File: src/rtl/riscv_pkg.sv
// Shared definitions for the RV32I pipeline: widths, result-source encodings
// and the ID/EX stage register layout.
package riscv_pkg;

  localparam int unsigned XLEN      = 32;
  localparam int unsigned REG_IDX_W = 5;
  localparam int unsigned ALUCTRL_W = 3;

  typedef enum logic [1:0] {
    RES_ALU = 2'b00,
    RES_MEM = 2'b01,
    RES_PC4 = 2'b10
  } result_src_t;

  typedef struct packed {
    logic                 reg_write;
    logic                 mem_write;
    logic                 jump;
    logic                 branch;
    logic                 alu_src;
    logic [1:0]           result_src;
    logic [ALUCTRL_W-1:0] alu_control;
    logic [XLEN-1:0]      rd1;
    logic [XLEN-1:0]      rd2;
    logic [XLEN-1:0]      pc;
    logic [XLEN-1:0]      pc_plus4;
    logic [XLEN-1:0]      imm_ext;
    logic [REG_IDX_W-1:0] rs1;
    logic [REG_IDX_W-1:0] rs2;
    logic [REG_IDX_W-1:0] rd;
  } id_ex_t;

endpackage

File: src/rtl/load_use_detector.sv
// Combinational load-use hazard detect: a load in EX whose destination is
// read by the instruction in decode.
module load_use_detector
  import riscv_pkg::*;
(
  input  logic [1:0]           ResultSrcE,
  input  logic [REG_IDX_W-1:0] RdE,
  input  logic [REG_IDX_W-1:0] Rs1D,
  input  logic [REG_IDX_W-1:0] Rs2D,
  output logic                 lwStall
);

  always_comb begin
    lwStall = (ResultSrcE == 2'(RES_MEM)) && (RdE != '0) &&
              ((Rs1D == RdE) || (Rs2D == RdE));
  end

endmodule

File: src/rtl/id_ex_stage.sv
// ID/EX pipeline register with load-use stall / branch flush control and
// saturating performance counters for stall and flush events.
module id_ex_stage
  import riscv_pkg::*;
#(
  parameter int unsigned CNT_W = 16
) (
  input  logic                 clk,
  input  logic                 rst,
  input  logic                 RegWriteD,
  input  logic                 MemWriteD,
  input  logic                 JumpD,
  input  logic                 BranchD,
  input  logic                 ALUSrcD,
  input  logic [1:0]           ResultSrcD,
  input  logic [ALUCTRL_W-1:0] ALUControlD,
  input  logic [XLEN-1:0]      RD1D,
  input  logic [XLEN-1:0]      RD2D,
  input  logic [XLEN-1:0]      PCD,
  input  logic [XLEN-1:0]      PCPlus4D,
  input  logic [XLEN-1:0]      ImmExtD,
  input  logic [REG_IDX_W-1:0] Rs1D,
  input  logic [REG_IDX_W-1:0] Rs2D,
  input  logic [REG_IDX_W-1:0] RdD,
  input  logic                 PCSrcE,
  output logic                 RegWriteE,
  output logic                 MemWriteE,
  output logic                 JumpE,
  output logic                 BranchE,
  output logic                 ALUSrcE,
  output logic [1:0]           ResultSrcE,
  output logic [ALUCTRL_W-1:0] ALUControlE,
  output logic [XLEN-1:0]      RD1E,
  output logic [XLEN-1:0]      RD2E,
  output logic [XLEN-1:0]      PCE,
  output logic [XLEN-1:0]      PCPlus4E,
  output logic [XLEN-1:0]      ImmExtE,
  output logic [REG_IDX_W-1:0] Rs1E,
  output logic [REG_IDX_W-1:0] Rs2E,
  output logic [REG_IDX_W-1:0] RdE,
  output logic                 StallF,
  output logic                 StallD,
  output logic                 FlushD,
  output logic                 FlushE,
  output logic [CNT_W-1:0]     LoadStallCnt,
  output logic [CNT_W-1:0]     FlushCnt
);

  id_ex_t d_bus;
  id_ex_t e_q;
  logic   lw_stall;

  load_use_detector u_load_use_detector (
    .ResultSrcE (e_q.result_src),
    .RdE        (e_q.rd),
    .Rs1D       (Rs1D),
    .Rs2D       (Rs2D),
    .lwStall    (lw_stall)
  );

  always_comb begin
    StallF = lw_stall;
    StallD = lw_stall;
    FlushD = PCSrcE;
    FlushE = lw_stall | PCSrcE;
  end

  always_comb begin
    d_bus = '{
      reg_write:   RegWriteD,
      mem_write:   MemWriteD,
      jump:        JumpD,
      branch:      BranchD,
      alu_src:     ALUSrcD,
      result_src:  ResultSrcD,
      alu_control: ALUControlD,
      rd1:         RD1D,
      rd2:         RD2D,
      pc:          PCD,
      pc_plus4:    PCPlus4D,
      imm_ext:     ImmExtD,
      rs1:         Rs1D,
      rs2:         Rs2D,
      rd:          RdD
    };
  end

  // No hold mode: a stall always becomes a bubble in EX while IF/ID holds.
  always_ff @(posedge clk or negedge rst) begin
    if (!rst)        e_q <= '0;
    else if (FlushE) e_q <= '0;
    else             e_q <= d_bus;
  end

  always_ff @(posedge clk or negedge rst) begin
    if (!rst) begin
      LoadStallCnt <= '0;
      FlushCnt     <= '0;
    end else begin
      if (lw_stall && (LoadStallCnt != '1)) LoadStallCnt <= LoadStallCnt + CNT_W'(1);
      if (PCSrcE && (FlushCnt != '1))       FlushCnt     <= FlushCnt + CNT_W'(1);
    end
  end

  assign RegWriteE   = e_q.reg_write;
  assign MemWriteE   = e_q.mem_write;
  assign JumpE       = e_q.jump;
  assign BranchE     = e_q.branch;
  assign ALUSrcE     = e_q.alu_src;
  assign ResultSrcE  = e_q.result_src;
  assign ALUControlE = e_q.alu_control;
  assign RD1E        = e_q.rd1;
  assign RD2E        = e_q.rd2;
  assign PCE         = e_q.pc;
  assign PCPlus4E    = e_q.pc_plus4;
  assign ImmExtE     = e_q.imm_ext;
  assign Rs1E        = e_q.rs1;
  assign Rs2E        = e_q.rs2;
  assign RdE         = e_q.rd;

endmodule

File: config.mk
export PLATFORM = sky130hd
export DESIGN_NAME = id_ex_stage
export DESIGN_NICKNAME = d
export VERILOG_FILES = /design/src/rtl/riscv_pkg.sv /design/src/rtl/load_use_detector.sv /design/src/rtl/id_ex_stage.sv
export SDC_FILE = /design/constraint.sdc
export NUM_CORES = 1
export LEC_CHECK = 0
export BUFFER_PORTS_ARGS = -buffer_cell sky130_fd_sc_hd__buf_4
export CAP_MARGIN = 15
export CORE_AREA = 3 3 159 161
export CTS_CLUSTER_DIAMETER = 30
export DETAILED_ROUTE_END_ITERATION = 8
export DIE_AREA = 0 0 162 164
export MAX_ROUTING_LAYER = met4
export PLACE_DENSITY = 0.66
export SLEW_MARGIN = 20
export SYNTH_ARGS = -nofsm -noshare
export SYNTH_HDL_FRONTEND = slang
export SYNTH_SLANG_ARGS = --single-unit
File: constraint.sdc
create_clock -name clk -period 4.6 [get_ports clk]
set_input_delay 0.46 -clock clk [delete_from_list [all_inputs] [get_ports clk]]
set_output_delay 0.46 -clock clk [all_outputs]
set_load 0.005 [all_outputs]
==> impl_metrics.yaml, run 1 <==
status:
  run_status: "finished clean"
grt:
  grt_util_met2_pct: 26.8
  grt_pass1_vias: 5999
  met1_usage_pct: 18.9
  grt-busiest-layer: "met2"
  overflow: 0
  grt_max_degree: 124
  gr-usage-met3_pct: 7.29
  first_pass_grt_wire_length_um: 33600
  number_of_antenna_violations_at_the_first_check_in_global_routing: 0
  tot_gr_track_use_pct: 16.8
pwr:
  irDropWorstVdd_mv: 0.300
  static_power_due_to_leakage_nw: 6.37
  combPwrFrac_pct: 9.5
  cellPowerDensity_nw_per_um2: 467
  switching_part_of_the_total_pct: 22.8
  seqPwrFrac_pct: 36.2
  p_switching_mw: 1.33
  clock_power_share_pct: 54.2
  power_report.internal_total_mw: 4.51
sta:
  slew_viol_final: 0
  clock.fmax_mhz: 334
  fin_skew_ps: 13.1
  slew_headroom_pct: 45.8
  setup_viol: 0
  final.period_utilization_pct: 65.1
  setup_total_negative_slack_ps: 0
  timing_worst_slew_pin_value_ps: 806
  finalHoldViolCount: 0
  post-route-min-period_ps: 3000
  rsz0062_at_grt: "false"
worst_setup_path:
  critical_path.cell_chain: "or4_4 -> o21a_4 -> a21oi_4 -> inv_1 -> buf_4"
  cpPeakStageDelay_ps: 560
  worst_ep_arrival_time_ps: 2540
  crit_type: "reg2out"
  critPathBufInv: 2
  worstPathMaxFanout: 28
  startpoint_type: "flip-flop"
  required_ps: 4140
  path_delay_family: "compound AO/OA/AOI/OAI gates"
  crit_path_end_kind: "output port"
  timing.critical_path.slowest_stage_cell: "sky130_fd_sc_hd__or4_4"
final_layout:
  nNetsFinal: 1177
  count_of_inserted_antenna_diode_cells: 0
  layout_common_cells: "sky130_fd_sc_hd__buf_4 (409), sky130_fd_sc_hd__dfrtp_1 (217), sky130_fd_sc_hd__and2_1 (186), sky130_fd_sc_hd__clkbuf_16 (46), sky130_fd_sc_hd__xnor2_1 (30)"
  finish.cell_count_without_fillers: 1349
  final_area_sq_um: 12500
  final_layout_size_suffix_gt1_share_pct: 48.4
  layout_commonest_cell: "sky130_fd_sc_hd__buf_4"
  n_fill_cell: 2122
  layout-area-overhead-vs-synth_pct: 65.2
  multi_input_area_sq_um: 2000
  register_area_sq_um: 5430
clock_tree:
  root_buffer: "sky130_fd_sc_hd__clkbuf_16"
  clock_sink_count: 217
  post-cts-setup-buffer-count: 0
  cts_max_level: 2
  number_of_clock_buffers_inserted_by_tritoncts: 46
  postCtsResizedCells: 0
  clock_path_buffers: 3
  tritoncts: "done"
  clk_transition_reported_paths_ps: 50
  postCtsHoldBufs: 1
  clock_latency_ps: 520
logic_synthesis:
  yosys_warnings: 0
  synth_ff_type: "sky130_fd_sc_hd__dfrtp_1"
  synth-async-reset-ratio_pct: 100
  yosysSeqAreaShare_pct: 71.7
  post_synth_inst_count: 549
  synth.distinct_cells: 37
  synth-edff-count: 0
  avgSynthCellArea_sq_um: 13.8
  synthesis.nets: 739
  synth.cell_area_sq_um: 7580
  total_of_flip_flops_plus_latches_after_synthesis: 217
route:
  vias: 5644
  post_drt_via_cell_ratio: 4.18
  detail_route.wirelength_um: 22300
  drt.antenna.violating_nets: 0
  remaining_drc_errors: 0
  detail_route.iter0.violations: 265
  wl_per_cell_um: 16.6
  drt-pass1-iter-count: 4
floorplanning:
  total_number_of_placement_rows: 57
  fp.dieArea_sq_um: 26600
  starting_utilization_of_the_core_area_pct: 31.4
  fp.coreArea_sq_um: 24100
  floorplan.die.height_um: 164
  pin_count: 409
  floorplan_die_width_um: 162
placed_design:
  placer_congestion: 0.785
  port_buffers: 408
  hpwlAfterDp_um: 16600
  post_placement_cell_count: 1262
  post_dp_cell_area_sq_um: 11000
job:
  drv_cap: 0
worst_hold_path:
  min_path_type: "in2reg"
[Yosys cell counts, drive strengths merged (3+ instances only)]
cell,number,share of area [%]
dfrtp,217,72
clkbuf,16,0.99
xnor2,30,3.5
nor2,7,0.35
nand3,15,0.99
and2,186,15
mux2,4,0.59
buf,7,0.76
xor2,5,0.58
nand2,14,0.69
nand4,12,0.99
and3,3,0.25
inv,4,0.20
nor3,3,0.20
a21oi,3,0.40
[kinds of logic after synthesis]
group,synth area share (%)
XOR/XNOR,4.04
buffers and inverters,1.95
flip-flops,71.7
adder cells (fa/ha/maj),0.330
AO/OA/AOI/OAI,1.34
multiplexers,0.594
AND/OR/NAND/NOR,20.1
[cell type report]
type | instances | share of cell area (%)
multi-input cells | 305 | 16.0
flip-flops and latches | 217 | 43.4
clock inverters | 26 | 2.29
inverters | 4 | 0.120
repair buffers | 413 | 25.1
well taps | 324 | 3.24
clock buffers | 60 | 9.94
[path summary, 6_finish.rpt]
check	slack (ps)	depth (start not counted)	startpoint	to
max	1600	5	RdE[0]$_DFF_PN0_	FlushE
min	140	2	RD1D[17]	RD1E[17]$_DFF_PN0_
max reg2reg	1960	5	RdE[0]$_DFF_PN0_	RD1E[7]$_DFF_PN0_
min reg2reg	500	1	FlushCnt[15]$_DFFE_PN0P_	FlushCnt[15]$_DFFE_PN0P_
max in group asynchronous	2920	3	rst	RD1E[10]$_DFF_PN0_
min in group asynchronous	560	2	rst	RD2E[19]$_DFF_PN0_
[power groups by stage]
stage / clock [mW] / combinational [mW] / sequential (mW)
final: 3.17 / 0.557 / 2.12
after global routing: 3.35 / 0.618 / 2.13
after CTS: 3.24 / 0.574 / 2.12
after detailed placement: 0 / 0.570 / 2.15
after global placement: 0 / 0.561 / 2.15
after floorplan: 0 / 0.154 / 2.15
[stage by stage]
stage	power (mW)	setup slack, ps	hold slack [ps]	util, %
5_1_grt	6.10	1460	122	51.9
2_1_floorplan	2.30	2460	164	-
6_report	5.85	1600	144	51.9
4_1_cts	5.93	1550	114	51.9
3_3_place_gp	2.71	1990	485	45.5
3_5_place_dp	2.72	1910	504	45.5
[layer usage]
metal	share of wire [%]	wire (um)
met2	49	11000
met1	37	8310
met5	0	0
met3	10	2320
met4	3.0	674
[state kept, by name (all words and copies together) (netlist names), 2 cells and up]
name / count
LoadStallCnt: 16
Rs1E: 5
PCE: 32
RD1E: 32
RdE: 5
ResultSrcE: 2
RD2E: 32
FlushCnt: 16
ALUControlE: 3
Rs2E: 5
ImmExtE: 32
PCPlus4E: 32
Power figures use the tool's default switching activity.
==> run 2, diff against run 1 <==
--- a/config.mk
+++ b/config.mk
@@ -5,14 +5,15 @@
 export SDC_FILE = /design/constraint.sdc
 export NUM_CORES = 1
 export LEC_CHECK = 0
+export ABC_AREA = 1
 export BUFFER_PORTS_ARGS = -buffer_cell sky130_fd_sc_hd__buf_4
 export CAP_MARGIN = 15
-export CORE_AREA = 3 3 159 161
+export CORE_AREA = 3 3 158 160
 export CTS_CLUSTER_DIAMETER = 30
 export DETAILED_ROUTE_END_ITERATION = 8
-export DIE_AREA = 0 0 162 164
+export DIE_AREA = 0 0 161 163
 export MAX_ROUTING_LAYER = met4
-export PLACE_DENSITY = 0.66
+export PLACE_DENSITY = 0.72
 export SLEW_MARGIN = 20
 export SYNTH_ARGS = -nofsm -noshare
 export SYNTH_HDL_FRONTEND = slang
==> constraint.sdc (replaced) <==
create_clock -name clk -period 2.5 [get_ports clk]
set_input_delay 0.25 -clock clk [delete_from_list [all_inputs] [get_ports clk]]
set_output_delay 0.25 -clock clk [all_outputs]
set_load 0.005 [all_outputs]
==> run 2 against run 1 <==
Die area is 1.2% lower; largest power group unchanged; clock skew is 14 ps higher; critical path type unchanged; critical endpoint unchanged; critical path depth grew 3; clock-buffer cell count did not move; synthesized area rose by 9.7%; final cell count grew 40%.
==> impl_metrics.yaml, run 2 <==
grt:
  met1_usage_pct: 24.7
  number_of_antenna_violations_at_the_first_check_in_global_routing: 3
  grt-busiest-layer: "met2"
  first_pass_grt_wire_length_um: 48700
  grt_max_degree: 64
  overflow: 0
  tot_gr_track_use_pct: 24.3
  grt_util_met2_pct: 43.9
  gr-usage-met3_pct: 6.05
  grt_pass1_vias: 9087
final_layout:
  layout_common_cells: "sky130_fd_sc_hd__buf_4 (423), sky130_fd_sc_hd__dfrtp_1 (217), sky130_fd_sc_hd__inv_1 (216), sky130_fd_sc_hd__nor2_1 (214), sky130_fd_sc_hd__dlygate4sd3_1 (182)"
  final_layout_size_suffix_gt1_share_pct: 33.6
  layout_commonest_cell: "sky130_fd_sc_hd__buf_4"
  layout-area-overhead-vs-synth_pct: 85.4
  nNetsFinal: 1722
  n_fill_cell: 1648
sta:
  slew_viol_final: 0
  clock.fmax_mhz: 418
  setup_total_negative_slack_ps: 0
  timing_worst_slew_pin_value_ps: 538
  setup_viol: 0
  post-route-min-period_ps: 2390
  slew_headroom_pct: 64.1
  finalHoldViolCount: 0
  fin_skew_ps: 27.0
  final.period_utilization_pct: 95.7
  finalHoldWorstSlack_ps: 24.3
  rsz0062_at_grt: "false"
clock_tree:
  number_of_clock_buffers_inserted_by_tritoncts: 49
  clk_transition_reported_paths_ps: 40
  clock_latency_ps: 530
  cts_max_level: 2
  clock_path_buffers: 3
  tritoncts: "done"
  postCtsResizedCells: 0
  root_buffer: "sky130_fd_sc_hd__clkbuf_16"
  clock_sink_count: 217
placed_design:
  placer_congestion: 0.835
  hpwlAfterDp_um: 18300
  port_buffers: 408
worst_setup_path:
  crit_path_end_kind: "output port"
  startpoint_type: "flip-flop"
  worstPathMaxFanout: 9
  crit_type: "reg2out"
  worst_ep_arrival_time_ps: 2140
  ff2ff_setup_slack_ps: 410
  required_ps: 2250
job:
  drv_cap: 0
route:
  vias: 8357
  post_drt_via_cell_ratio: 4.41
  drt.antenna.violating_nets: 0
  drt-pass1-iter-count: 5
  wl_per_cell_um: 17.3
  remaining_drc_errors: 0
  detail_route.iter0.violations: 470
  detail_route.wirelength_um: 32700
logic_synthesis:
  synthDominantCellAreaShare_pct: 65.3
  yosysSeqAreaShare_pct: 65.3
  synth.distinct_cells: 22
  total_of_flip_flops_plus_latches_after_synthesis: 217
  list_of_most_frequent_post_synthesis_cells: "sky130_fd_sc_hd__dfrtp_1 (217), sky130_fd_sc_hd__inv_1 (216), sky130_fd_sc_hd__nor2_1 (214)"
  yosys_warnings: 0
  avgSynthCellArea_sq_um: 9.27
  top_post_synthesis_cells_by_area: "sky130_fd_sc_hd__dfrtp_1 (65%), sky130_fd_sc_hd__inv_1 (9.8%), sky130_fd_sc_hd__nor2_1 (9.7%)"
  leading_cell_type_by_number_of_instances_after_synthesis: "sky130_fd_sc_hd__dfrtp_1"
  synth_top_area_cell: "sky130_fd_sc_hd__dfrtp_1"
  synthesis.nets: 1087
  post_synth_inst_count: 897
  synth-edff-count: 0
  synth.cell_area_sq_um: 8310
  synth-async-reset-ratio_pct: 100
  synth_ff_type: "sky130_fd_sc_hd__dfrtp_1"
floorplanning:
  floorplan.die.height_um: 163
  total_number_of_placement_rows: 56
  fp.coreArea_sq_um: 23500
  floorplan_die_width_um: 161
  fp.dieArea_sq_um: 26200
  pin_count: 409
  starting_utilization_of_the_core_area_pct: 35.3
pwr:
  cellPowerDensity_nw_per_um2: 784
  static_power_due_to_leakage_nw: 8.53
  irDropWorstVdd_mv: 0.746
worst_hold_path:
  min_path_type: "in2reg"
status:
  run_status: "finished clean"
## run 2: cell types whose count changed in the layout (fill, tap and decap cells not counted), moves of 16 or more
cell	change
sky130_fd_sc_hd__and2_1	-186
sky130_fd_sc_hd__dlygate4sd3_1	+181
sky130_fd_sc_hd__inv_1	+212
sky130_fd_sc_hd__nand2_1	+114
sky130_fd_sc_hd__nand4_1	+16
sky130_fd_sc_hd__nor2_1	+207
sky130_fd_sc_hd__xnor2_1	-23
## run 2: layer usage
metal | share of wire (%) | routed length [um]
met2 | 54 | 17700
met4 | 4.4 | 1430
met1 | 35 | 11500
met3 | 6.2 | 2040
met5 | 0 | 0
## run 2: area by class of cell
class	instances	area [sq um]	area share (%)
flip-flops and latches	217	5430	35.2
repair buffers	610	5090	33.0
multi-input cells	433	1900	12.3
clock buffers	60	1350	8.75
inverters	221	830	5.38
clock inverters	30	405	2.63
well taps	319	399	2.59
diodes	3	7.51	0.0487
## run 2: cell families (layout without fill, tap and decap cells)
kind of cell / after synthesis / in the layout / synth area share, %
flops: 217 / 217 / 65.3
buf+inv: 249 / 921 / 12.3
simple gates: 402 / 404 / 19.8
xor+xnor: 16 / 16 / 1.69
compound gates: 11 / 11 / 0.662
fa+ha+maj: 2 / 2 / 0.301
other cells: 0 / 3 / 0
## run 2: critical path, cell delays in order, from the launching register on
cell	delay (ps)
sky130_fd_sc_hd__dfrtp_1	420
sky130_fd_sc_hd__nor2_1	150
sky130_fd_sc_hd__nor2_1	60
sky130_fd_sc_hd__nor2_1	110
sky130_fd_sc_hd__nand3_1	100
sky130_fd_sc_hd__nand2_2	80
sky130_fd_sc_hd__nand2_1	310
sky130_fd_sc_hd__nand2_8	250
sky130_fd_sc_hd__buf_4	140
## run 2: what timing repair did
action,4_1_cts,5_1_grt
hold buffers,182,0
endpoints found under the hold margin,239,0
buffers inserted,0,6
setup endpoints to repair,0,1
## run 2: path summary, 6_finish.rpt
| path | start | cells after the start | endpoint |
|---|---|---|---|
| worst max-delay path | RdE[0]$_DFF_PN0_ | 8 | FlushE |
| worst min-delay path | Rs1D[2] | 3 | Rs1E[2]$_DFF_PN0_ |
| worst max register to register | RdE[0]$_DFF_PN0_ | 10 | Rs2E[1]$_DFF_PN0_ |
| worst min register to register | FlushCnt[8]$_DFFE_PN0P_ | 2 | FlushCnt[8]$_DFFE_PN0P_ |
| max in group asynchronous | rst | 3 | LoadStallCnt[9]$_DFFE_PN0P_ |
| min in group asynchronous | rst | 2 | ImmExtE[11]$_DFF_PN0_ |
## run 2: through the flow
step	power (mW)	cells	utilization [%]	instance area [sq um]	setup WS (ps)
2_1_floorplan	4.29	897	-	8310	825
3_3_place_gp	5.05	1610	49.9	11800	575
3_5_place_dp	5.08	1610	49.9	11800	529
4_1_cts	12.0	1882	65.1	15300	71.1
5_1_grt	12.5	1893	65.4	15400	13.5
6_report	12.1	1893	65.4	15400	108
## run 2: power breakdown
group / switching, mW / internal (mW)
Combinational: 0.640 / 0.808
Sequential: 0.162 / 3.75
Clock: 2.07 / 4.65
Total: 2.87 / 9.20
